`config.mk`:
```
export PLATFORM = sky130hd
export DESIGN_NAME = fc3_bs_acc_array
export DESIGN_NICKNAME = d
export VERILOG_FILES = /design/src/rtl/fc3_bs_pkg.sv /design/src/rtl/fc3_bs_acc_ch.sv /design/src/rtl/fc3_bs_acc_array.sv
export SDC_FILE = /design/constraint.sdc
export NUM_CORES = 1
export LEC_CHECK = 0
export ABC_AREA = 1
export CORE_ASPECT_RATIO = 0.75
export CORE_MARGIN = 2
export CORE_UTILIZATION = 55
export DETAILED_ROUTE_END_ITERATION = 10
export MAX_ROUTING_LAYER = met4
export PLACE_DENSITY_LB_ADDON = 0.1
export SYNTH_ARGS = -nofsm -noshare
export SYNTH_HDL_FRONTEND = slang
export SYNTH_HIERARCHICAL = 1
export SYNTH_SLANG_ARGS = --single-unit
```
`constraint.sdc`:
```
create_clock -name clk -period 5.7 [get_ports clk]
set_clock_uncertainty 0.1 [all_clocks]
set_input_delay 1.14 -clock clk [delete_from_list [all_inputs] [get_ports clk]]
set_output_delay 1.14 -clock clk [all_outputs]
set_load 0.05 [all_outputs]
```
`src/rtl/fc3_bs_pkg.sv`:
```
// Shared types for the fc3 bitstream accumulator array: FSM state encoding
// and the output-width helper.
package fc3_bs_pkg;

    typedef enum logic [1:0] {
        IDLE = 2'd0,
        ACC  = 2'd1,
        HOLD = 2'd2
    } state_t;

    // The count must hold the full-window value 2^cwid, hence one extra bit.
    function automatic int owid_of(input int cwid);
        return cwid + 1;
    endfunction

endpackage

```
`src/rtl/fc3_bs_acc_ch.sv`:
```
// One channel of the bitstream accumulator: a running count plus its slice of
// the output register.
module fc3_bs_acc_ch #(
    parameter int OWID = 11
) (
    input  logic            clk,
    input  logic            rst,
    input  logic            clear,
    input  logic            add,
    input  logic            load,
    input  logic            bs,
    output logic [OWID-1:0] out_q
);

    logic [OWID-1:0] acc_q;
    logic [OWID-1:0] sum;

    // With add low (HOLD) this is simply the frozen count, so one load path
    // serves both the direct end-of-window load and the release from HOLD.
    assign sum = acc_q + {{(OWID-1){1'b0}}, add & bs};

    always_ff @(posedge clk) begin
        if (rst) begin
            acc_q <= '0;
            out_q <= '0;
        end else begin
            if (clear) begin
                acc_q <= '0;
            end else if (add) begin
                acc_q <= sum;
            end
            if (load) begin
                out_q <= sum;
            end
        end
    end

endmodule

```
`src/rtl/fc3_bs_acc_array.sv`:
```
// Parallel unary-to-binary decoder: counts NCH bitstreams over 2^CWID enabled
// cycles and presents the counts through a registered valid/ready output.
module fc3_bs_acc_array
    import fc3_bs_pkg::*;
#(
    parameter int CWID = 10,
    parameter int NCH  = 32,
    parameter int OWID = owid_of(CWID)
) (
    input  logic                clk,
    input  logic                rst,
    input  logic                enable,
    input  logic                start,
    input  logic [NCH-1:0]      bsIn,
    output logic                busy,
    output logic [NCH*OWID-1:0] accOut,
    output logic                outValid,
    input  logic                outReady,
    output logic [1:0]          dbg_state
);

    state_t          state;
    logic [CWID-1:0] win_cnt;
    logic            xfer;
    logic            sample;
    logic            last;
    logic            clear;
    logic            load;

    // Handshake: accOut is consumed on any edge with outValid && outReady; the
    // slot is free (xfer) when empty or being consumed on that same edge, and
    // a load then overwrites it while outValid stays high.
    always_comb begin
        xfer   = !outValid || outReady;
        sample = (state == ACC) && enable;
        last   = sample && (win_cnt == {CWID{1'b1}});
        clear  = (state == IDLE) && start;
        load   = xfer && (last || (state == HOLD));
    end

    always_ff @(posedge clk) begin
        if (rst) begin
            state    <= IDLE;
            win_cnt  <= '0;
            outValid <= 1'b0;
        end else begin
            case (state)
                IDLE: begin
                    if (start) begin
                        state   <= ACC;
                        win_cnt <= '0;
                    end
                end
                ACC: begin
                    if (sample) begin
                        win_cnt <= win_cnt + CWID'(1);
                        if (last) begin
                            state <= xfer ? IDLE : HOLD;
                        end
                    end
                end
                HOLD: begin
                    if (xfer) begin
                        state <= IDLE;
                    end
                end
                default: state <= IDLE;
            endcase

            if (load) begin
                outValid <= 1'b1;
            end else if (outReady) begin
                outValid <= 1'b0;
            end
        end
    end

    assign busy      = (state != IDLE);
    assign dbg_state = state;

    for (genvar i = 0; i < NCH; i++) begin : g_ch
        fc3_bs_acc_ch #(.OWID(OWID)) u_ch (
            .clk   (clk),
            .rst   (rst),
            .clear (clear),
            .add   (sample),
            .load  (load),
            .bs    (bsIn[i]),
            .out_q (accOut[i*OWID +: OWID])
        );
    end

endmodule
```
Word level (Yosys, flattened, before mapping). Index checks and enable logic that the tools add are counted.

Bitwise operators: 32. Eq/ne operators: 7. Reductions and logical operators: 14. Add/sub/neg operators: 33. Multiplexer cells: 11.

Operators by type and width (number): $add 11x1->11 (32); $and 1x1->1 (32); $mux 10 (2); $pmux 10 s2 (1); $add 10x1->10 const B (1); $eq 10x10->1 const B (1); $mux 2 (5); $ne 2x2->1 const B (3); $pmux 2 s3 (1); $reduce_bool 2->1 (3); $logic_and 1x1->1 (4); $reduce_and 4->1 (1); $reduce_and 3->1 (1); $eq 2x1->1 const B (1); $eq 2x2->1 const B (1); $logic_not 2->1 (1); $logic_or 1x1->1 (2); $mux 1 (2); $ne 2x1->1 const B (1); $reduce_or 2->1 (1); $logic_not 1->1 (1).

Bits in registers: 717. Output and inout port bits: 356. Input port bits: 37.

Logic depth before layout (Yosys ltp). Gate-level depths: netlist of run 1.

Word-level depth: 6. Depth in mapped cells: 16. Gate-level depth less buffers: 15.

Cells and area by module. The synthesis of run 1 kept the hierarchy.

Modules (own cells, without submodules): fc3_bs_acc_ch at g_ch[0].u_ch ... (cells each 158, times used 31, area an instance 1048.5 µm²); fc3_bs_acc_ch at g_ch[6].u_ch (cells each 166, times used 1, area an instance 1098.6 µm²); fc3_bs_acc_array (cells each 103, times used 1, area an instance 737.0 µm²).

Worst setup path after synthesis of run 1. OpenSTA, ideal clock, no wires.

Path type: input -> register. Start point: in enable. End point: reg g_ch[0].u_ch.out_q[6]. Stages on the path: 9. Arrival: 4.859 ns. Setup slack: 0.632 ns. Library setup time: 0.109 ns. Cell sequence: nand2_4 -> inv_1 -> nand3_1 -> a21oi_1 -> buf_2 -> buf_2 -> nand3_1 -> nand2_1 -> inv_1.

Word-level cells in the longest chain between the ends: 4. Elaborated cells on any way between the ends: 6. Classes of those cells: 1 x add/sub; 1 x bitwise; 4 x reduce/logical.

Ends and longest elaborated chain: from (decl) (RTL line fc3_bs_acc_array.sv:12) `input logic enable,`; $logic_and 1x1->1 (RTL line fc3_bs_acc_array.sv:35) `sample = (state == ACC) && enable;`; named net sample (RTL line fc3_bs_acc_array.sv:25) `logic sample;`; $logic_and 1x1->1 (RTL line fc3_bs_acc_array.sv:36) `last = sample && (win_cnt == {CWID{1'b1}});`; $logic_or 1x1->1 (RTL line fc3_bs_acc_array.sv:38) `load = xfer && (last || (state == HOLD));`; $logic_and 1x1->1 (RTL line fc3_bs_acc_array.sv:38); named net load (RTL line fc3_bs_acc_array.sv:28) `logic load;`; to (signal assigned) (RTL line fc3_bs_acc_ch.sv:33) `out_q <= sum;`; to (decl) (RTL line fc3_bs_acc_ch.sv:12) `output logic [OWID-1:0] out_q`.

The timed path passes the listed nets, and every way through them passes these cells. A chain may end at the register's enable or synchronous reset.

Worst setup path after layout of run 1.
Start point: in enable. End point: reg g_ch[24].u_ch.out_q[4].

Word-level cells in the longest chain between the ends: 4. Elaborated cells on any way between the ends: 6. Classes of those cells: 1 x add/sub; 1 x bitwise; 4 x reduce/logical.

Ends and longest elaborated chain (RTL line): $logic_and 1x1->1 (fc3_bs_acc_array.sv:35); named net sample (fc3_bs_acc_array.sv:25); $logic_and 1x1->1 (fc3_bs_acc_array.sv:36); $logic_or 1x1->1 (fc3_bs_acc_array.sv:38); $logic_and 1x1->1 (fc3_bs_acc_array.sv:38); named net load (fc3_bs_acc_array.sv:28); to (signal assigned) (fc3_bs_acc_ch.sv:33); to (decl) (fc3_bs_acc_ch.sv:12).

The timed path passes the listed nets, and every way through them passes these cells.

==> impl_metrics.py, run 1 <==
metrics = {
    "sta": {
        "finalHoldViolCount": 0,
        "drv_slew": 0,
        "min_period_ps": 3520,
        "relSlewSlack": 0.460,
        "worstMarginPinSlew_ps": 809,
        "fmax_mhz": 284,
        "setup_tns_ps": 0,
        "min_period_over_period": 0.618,
        "grt_setup_unrepaired": "no",
        "setup-violations-final": 0,
    },
    "die": {
        "core-area_mm2": 0.0619,
        "die_x_um": 293,
        "dieArea_mm2": 0.0645,
        "rows": 79,
        "initial_core_util": 0.555,
        "num_io_pins": 393,
        "die_h_um": 220,
    },
    "routing": {
        "ant_nets": 0,
        "route.detailed.drc": 0,
        "first_pass_iters": 5,
        "wire_per_inst_um": 13.4,
        "via_per_inst": 4.95,
        "postRouteWirelength_um": 85700,
        "vias": 31600,
        "drt_iter0_drc": 2099,
    },
    "layout": {
        "layout_common_cells": "nand2_1, inv_1, nor2_1, dfxtp_1, nand3_1",
        "fillCellCount": 5491,
        "layout-drive-gt1-share": 0.0529,
        "nets": 5608,
        "final_common_cell": "nand2_1",
        "seq_area_mm2": 0.0144,
        "multi_input_comb_area_mm2": 0.0157,
        "fin_cells": 6371,
        "area_growth_pct": 20.6,
        "fin_util": 0.669,
    },
    "setup_path": {
        "worstPathRequired_ps": 6150,
        "critical_path_class": "in2reg",
        "cpMostUsedCell": "nor2_1",
        "cp_top_family": "buffers and inverters",
        "crit_path_start_kind": "primary input",
        "cp-end-kind": "flop",
        "crit_arrival_ps": 3980,
        "crit_chain": "clkdlybuf4s50_1, nand2_4, inv_8, nand3_1, a21oi_4, buf_12, buf_4, nor2_1, nor2_1, o21ai_0, inv_1",
        "timing.critical_path.buf_inv": 5,
        "cp_max_fo": 67,
        "critPathMaxStageDelay_ps": 710,
        "critPathSlowestCell": "a21oi_4",
    },
    "synthesis": {
        "synthAdderAreaFrac": 0.0237,
        "yosys_warnings": 6,
        "seq_area_frac_synth": 0.418,
        "synth-async-reset-ratio": 0,
        "synth_simple_gate_area_frac": 0.285,
        "syn_inst": 5167,
        "synth_compound_area_frac": 0.123,
        "ys_ff_latch": 717,
        "yosys_most_used_dff": "dfxtp_1",
        "syn_avg_cell_area_um2": 6.65,
        "synth_xor_area_frac": 0.0245,
        "syn_area_mm2": 0.0343,
        "synth_mux_area_frac": 0,
        "synth_cell_types": 26,
        "synth_edf_count": 0,
        "synth_top_family_by_area": "simple AND/OR/NAND/NOR gates",
        "syn-num-nets": 5269,
    },
    "cts": {
        "post_cts_resized": 0,
        "clock_latency_ps": 610,
        "cts_root_buf": "clkbuf_16",
        "clk_path_buf_depth": 3,
        "cts_tree": "yes",
        "clk_pin_slew_ps": 60,
        "numCtsBuffers": 72,
        "post_cts_buffers": 0,
        "postCtsHoldBufs": 0,
        "cts_sinks": 717,
        "h-tree-depth": 3,
    },
    "power": {
        "power.leakage_nw": 19.2,
        "power.density_mw_per_mm2": 256,
        "peakVddDrop_v": 0.000235,
    },
    "placement": {
        "port_buffers": 392,
        "routabilityCongestion": 0.870,
        "dpl.cell_count": 6242,
        "dp_hpwl_um": 60100,
    },
    "outcome": {
        "status": "completed",
    },
    "global_route": {
        "grt_max_degree": 95,
        "antenna_found_initial": 1,
        "grt_overflow": 0,
        "grt_usage": 0.267,
        "grt_first_pass_wirelength_um": 140000,
        "grt_pass1_vias": 28300,
    },
    "worst_hold_path": {
        "holdCritPathClass": "reg2reg",
    },
    "run": {
        "maxCapViolations": 0,
    },
}
-- where the power goes --
group | total [mW] | internal (mW) | leakage, nW | switching [mW]
combinational | 0.556 | 0.168 | 12.1 | 0.387
sequential | 5.17 | 5.09 | 5.79 | 0.0809
clock | 4.87 | 2.88 | 1.21 | 1.99
-- synth_stat cells (all sizes together), types with 2 or more instances --
master	n	area (um^2)
nand2	1018	3860
or2	2	12.5
nor2	814	3250
o21ai	448	2240
a21oi	393	1970
nand3	491	2630
nor3	5	25.0
buf	98	498
ha	65	813
inv	953	3580
xor2	96	841
dfxtp	717	14400
nand4	2	12.5
clkbuf	63	236
-- metrics by stage --
step           cell area, um^2  total power [mW]  hold slack (ps)  setup WS, ps
4_1_cts                  41400              10.7              370          2170
6_report                 41400              10.6              365          2180
3_3_place_gp             39000              5.82              353          1570
2_1_floorplan            34300              5.67              344           632
5_1_grt                  41400              11.0              382          2000
3_5_place_dp             39000              5.83              360          1540
-- tightest hold or removal path: cells and delay by family (launching register included) --
family | cells | cell delay [ps]
AND/OR/NAND/NOR | 1 | 60
flip-flops | 1 | 310
AO/OA/AOI/OAI | 1 | 50
-- layout make-up --
cell class                      instances  area share
Sequential cell                       717       0.347
Clock buffer                          107      0.0528
Timing Repair Buffer                  426       0.105
Inverter                              953      0.0866
Antenna cell                            1   0.0000604
Multi-Input combinational cell       3336       0.379
Clock inverter                         21     0.00592
Tap cell                              810      0.0245
-- logic make-up (layout without fill, tap and decap cells) --
logic type | count (synthesis) | count (layout)
XOR/XNOR | 96 | 96
AO/OA/AOI/OAI | 843 | 843
adder cells (fa/ha/maj) | 65 | 65
buffers and inverters | 1114 | 1507
flip-flops | 717 | 717
other | 0 | 1
AND/OR/NAND/NOR | 2332 | 2332
-- path summary, 6_finish.rpt --
path	start	to	slack, ps	cells after the start
min	g_ch[20].u_ch/acc_q[0]	g_ch[20].u_ch/acc_q[0]	370	2
max reg2reg	dbg_state[0]	g_ch[24].u_ch/out_q[4]	2620	12
min reg2reg	g_ch[20].u_ch/acc_q[0]	g_ch[20].u_ch/acc_q[0]	370	2
max	enable	g_ch[24].u_ch/out_q[4]	2180	11
-- flip-flops by register name (all words and copies together), names as in the netlist --
signal           count
outValid             1
win_cnt             10
g_ch.u_ch/acc_q    352
g_ch.u_ch/out_q    352
dbg_state            2
-- layer usage --
metal / GRT usage / up-vias / wire, um
met5: - / - / 0
met4: 0.0810 / 0 / 2490
met3: 0.0451 / 133 / 4190
met2: 0.415 / 663 / 37900
met1: 0.356 / 14000 / 41100
li1: - / 16700 / -
(Power assumes the default switching activity.)
==> run 2: changes to the inputs <==
==> constraint.sdc (replaced) <==
create_clock -name clk -period 3.6 [get_ports clk]
set_clock_uncertainty 0.1 [all_clocks]
set_input_delay 0.72 -clock clk [delete_from_list [all_inputs] [get_ports clk]]
set_output_delay 0.72 -clock clk [all_outputs]
set_load 0.05 [all_outputs]
==> run 2 against run 1 <==
Effect of this change:
- global-route usage is 0.31 points higher
- setup slack lost 1400 ps
- non-clock buffer count rose by 28
- core utilization increased by 0.37 points
- sequential power is 59% higher
- register-to-register slack got worse by 1700 ps
- final area grew 0.55%
- clock power grew 56%
- largest cell class unchanged
- power up 57%
==> impl_metrics.py, run 2 (synthesized netlist as in run 1, its figures left out) <==
metrics = {
    "die": {
        "rows": 79,
        "die_h_um": 220,
        "num_io_pins": 393,
        "initial_core_util": 0.555,
        "die_x_um": 293,
        "dieArea_mm2": 0.0645,
        "core-area_mm2": 0.0619,
    },
    "sta": {
        "grt_setup_unrepaired": "no",
        "fmax_mhz": 354,
        "setup-violations-final": 0,
        "worstMarginPinSlew_ps": 797,
        "min_period_over_period": 0.784,
        "finalHoldViolCount": 0,
        "min_period_ps": 2820,
        "drv_slew": 0,
        "relSlewSlack": 0.467,
        "setup_tns_ps": 0,
    },
    "cts": {
        "clk_path_buf_depth": 3,
        "clock_latency_ps": 610,
        "clk_pin_slew_ps": 60,
        "numCtsBuffers": 72,
        "cts_root_buf": "clkbuf_16",
        "h-tree-depth": 3,
        "post_cts_buffers": 0,
        "postCtsHoldBufs": 0,
        "cts_tree": "yes",
        "post_cts_resized": 0,
        "cts_sinks": 717,
    },
    "layout": {
        "layout_common_cells": "nand2_1, inv_1, nor2_1, dfxtp_1, nand3_1",
        "final_cell_area_mm2": 0.0416,
        "nets": 5636,
        "layout-drive-gt1-share": 0.0568,
        "final_common_cell": "nand2_1",
        "area_growth_pct": 21.2,
        "reg_top3": "g_ch.u_ch/acc_q x352, g_ch.u_ch/out_q x352, win_cnt x10",
    },
    "setup_path": {
        "r2r_start": "dbg_state[0]",
        "cp-end-kind": "output port",
        "crit_arrival_ps": 2000,
        "critical_path_class": "reg2out",
        "critPathSlowestCell": "clkdlybuf4s50_1",
        "rr_worst_depth": 17,
        "worstPathRequired_ps": 2780,
        "crit_chain": "inv_2, nand2_1, clkdlybuf4s50_1",
        "cp_max_fo": 4,
        "timing.rr.end": "g_ch[29].u_ch/out_q[8]",
        "crit_path_end": "busy",
        "crit_path_start_kind": "flop",
        "critPathMaxStageDelay_ps": 800,
        "r2r_slack_ps": 880,
        "crit_start": "dbg_state[1]",
    },
    "global_route": {
        "met2_usage": 0.421,
        "grt_use_met3": 0.0382,
        "grt.busiest_layer": "met2",
        "antenna_found_initial": 1,
        "grt_pass1_vias": 28100,
        "grt_max_degree": 94,
        "grt_first_pass_wirelength_um": 141000,
        "grt_use_met1": 0.368,
        "grt_overflow": 0,
        "grt_usage": 0.270,
    },
    "routing": {
        "vias": 31800,
        "via_per_inst": 4.97,
        "ant_nets": 0,
        "drt_iter0_drc": 2082,
        "first_pass_iters": 6,
        "route.detailed.drc": 0,
        "wire_per_inst_um": 13.6,
        "postRouteWirelength_um": 86600,
    },
    "worst_hold_path": {
        "holdCritPathClass": "reg2reg",
    },
    "placement": {
        "postPlaceCellArea_mm2": 0.0393,
        "routabilityCongestion": 0.900,
        "dp_hpwl_um": 61600,
        "port_buffers": 392,
    },
    "outcome": {
        "status": "completed",
    },
    "power": {
        "power.density_mw_per_mm2": 401,
        "peakVddDrop_v": 0.000397,
        "power.leakage_nw": 19.3,
    },
    "run": {
        "maxCapViolations": 0,
    },
}
[run 2: cell types whose count changed in the layout (fill, tap and decap cells not counted), sizes merged]
cell / change
clkinvlp: +4
clkinv: -8
clkbuf: -6
inv: +1
buf: +28
[run 2: final cells by class]
cell class	count	area (um^2)
fillers	5387	20200
multi-input cells	3336	15700
flip-flops and latches	717	14400
repair buffers	454	4630
inverters	953	3580
clock buffers	101	2130
well taps	810	1010
clock inverters	18	234
diodes	1	2.50
[run 2: routing by layer]
layer  wire length (um)  vias to the layer above
li1                   -                    16800
met1              41300                    14100
met2              38500                      719
met3               4760                      129
met4               2070                        0
met5                  0                        -
[run 2: worst min-delay path by stage]
stage	startpoint	to	cells past startpoint
finish	g_ch[24].u_ch/acc_q[0]	g_ch[24].u_ch/acc_q[0]	2
global route	g_ch[11].u_ch/acc_q[0]	g_ch[11].u_ch/acc_q[0]	2
CTS	g_ch[4].u_ch/acc_q[0]	g_ch[4].u_ch/acc_q[0]	2
detailed placement	g_ch[4].u_ch/acc_q[0]	g_ch[4].u_ch/acc_q[0]	2
global placement	g_ch[8].u_ch/acc_q[0]	g_ch[8].u_ch/acc_q[0]	2
floorplan	g_ch[6].u_ch/acc_q[0]	g_ch[6].u_ch/acc_q[0]	2
[run 2: power breakdown]
| group | total [mW] | internal (mW) | switching (mW) |
|---|---|---|---|
| clock network | 7.58 | 4.48 | 3.10 |
| logic | 0.911 | 0.290 | 0.621 |
| registers | 8.20 | 8.07 | 0.130 |
[run 2: stage by stage]
| stage | hold slack, ps | setup WS [ps] | power (mW) | instances | utilization |
|---|---|---|---|---|---|
| finish | 368 | 778 | 16.7 | 6390 | 0.673 |
| global route | 382 | 617 | 17.3 | 6390 | 0.673 |
| CTS | 369 | 744 | 16.9 | 6389 | 0.673 |
| detailed placement | 361 | 251 | 9.27 | 6270 | 0.635 |
| global placement | 354 | 312 | 9.25 | 6270 | 0.635 |
| floorplan | 343 | 84.8 | 8.97 | 5167 | - |
[run 2: worst max-delay path, delay by kind of cell (launching register included)]
kind                   cells  cell delay, ps
buffers and inverters      2             890
and+or+nand+nor            1              80
DFF                        1             440
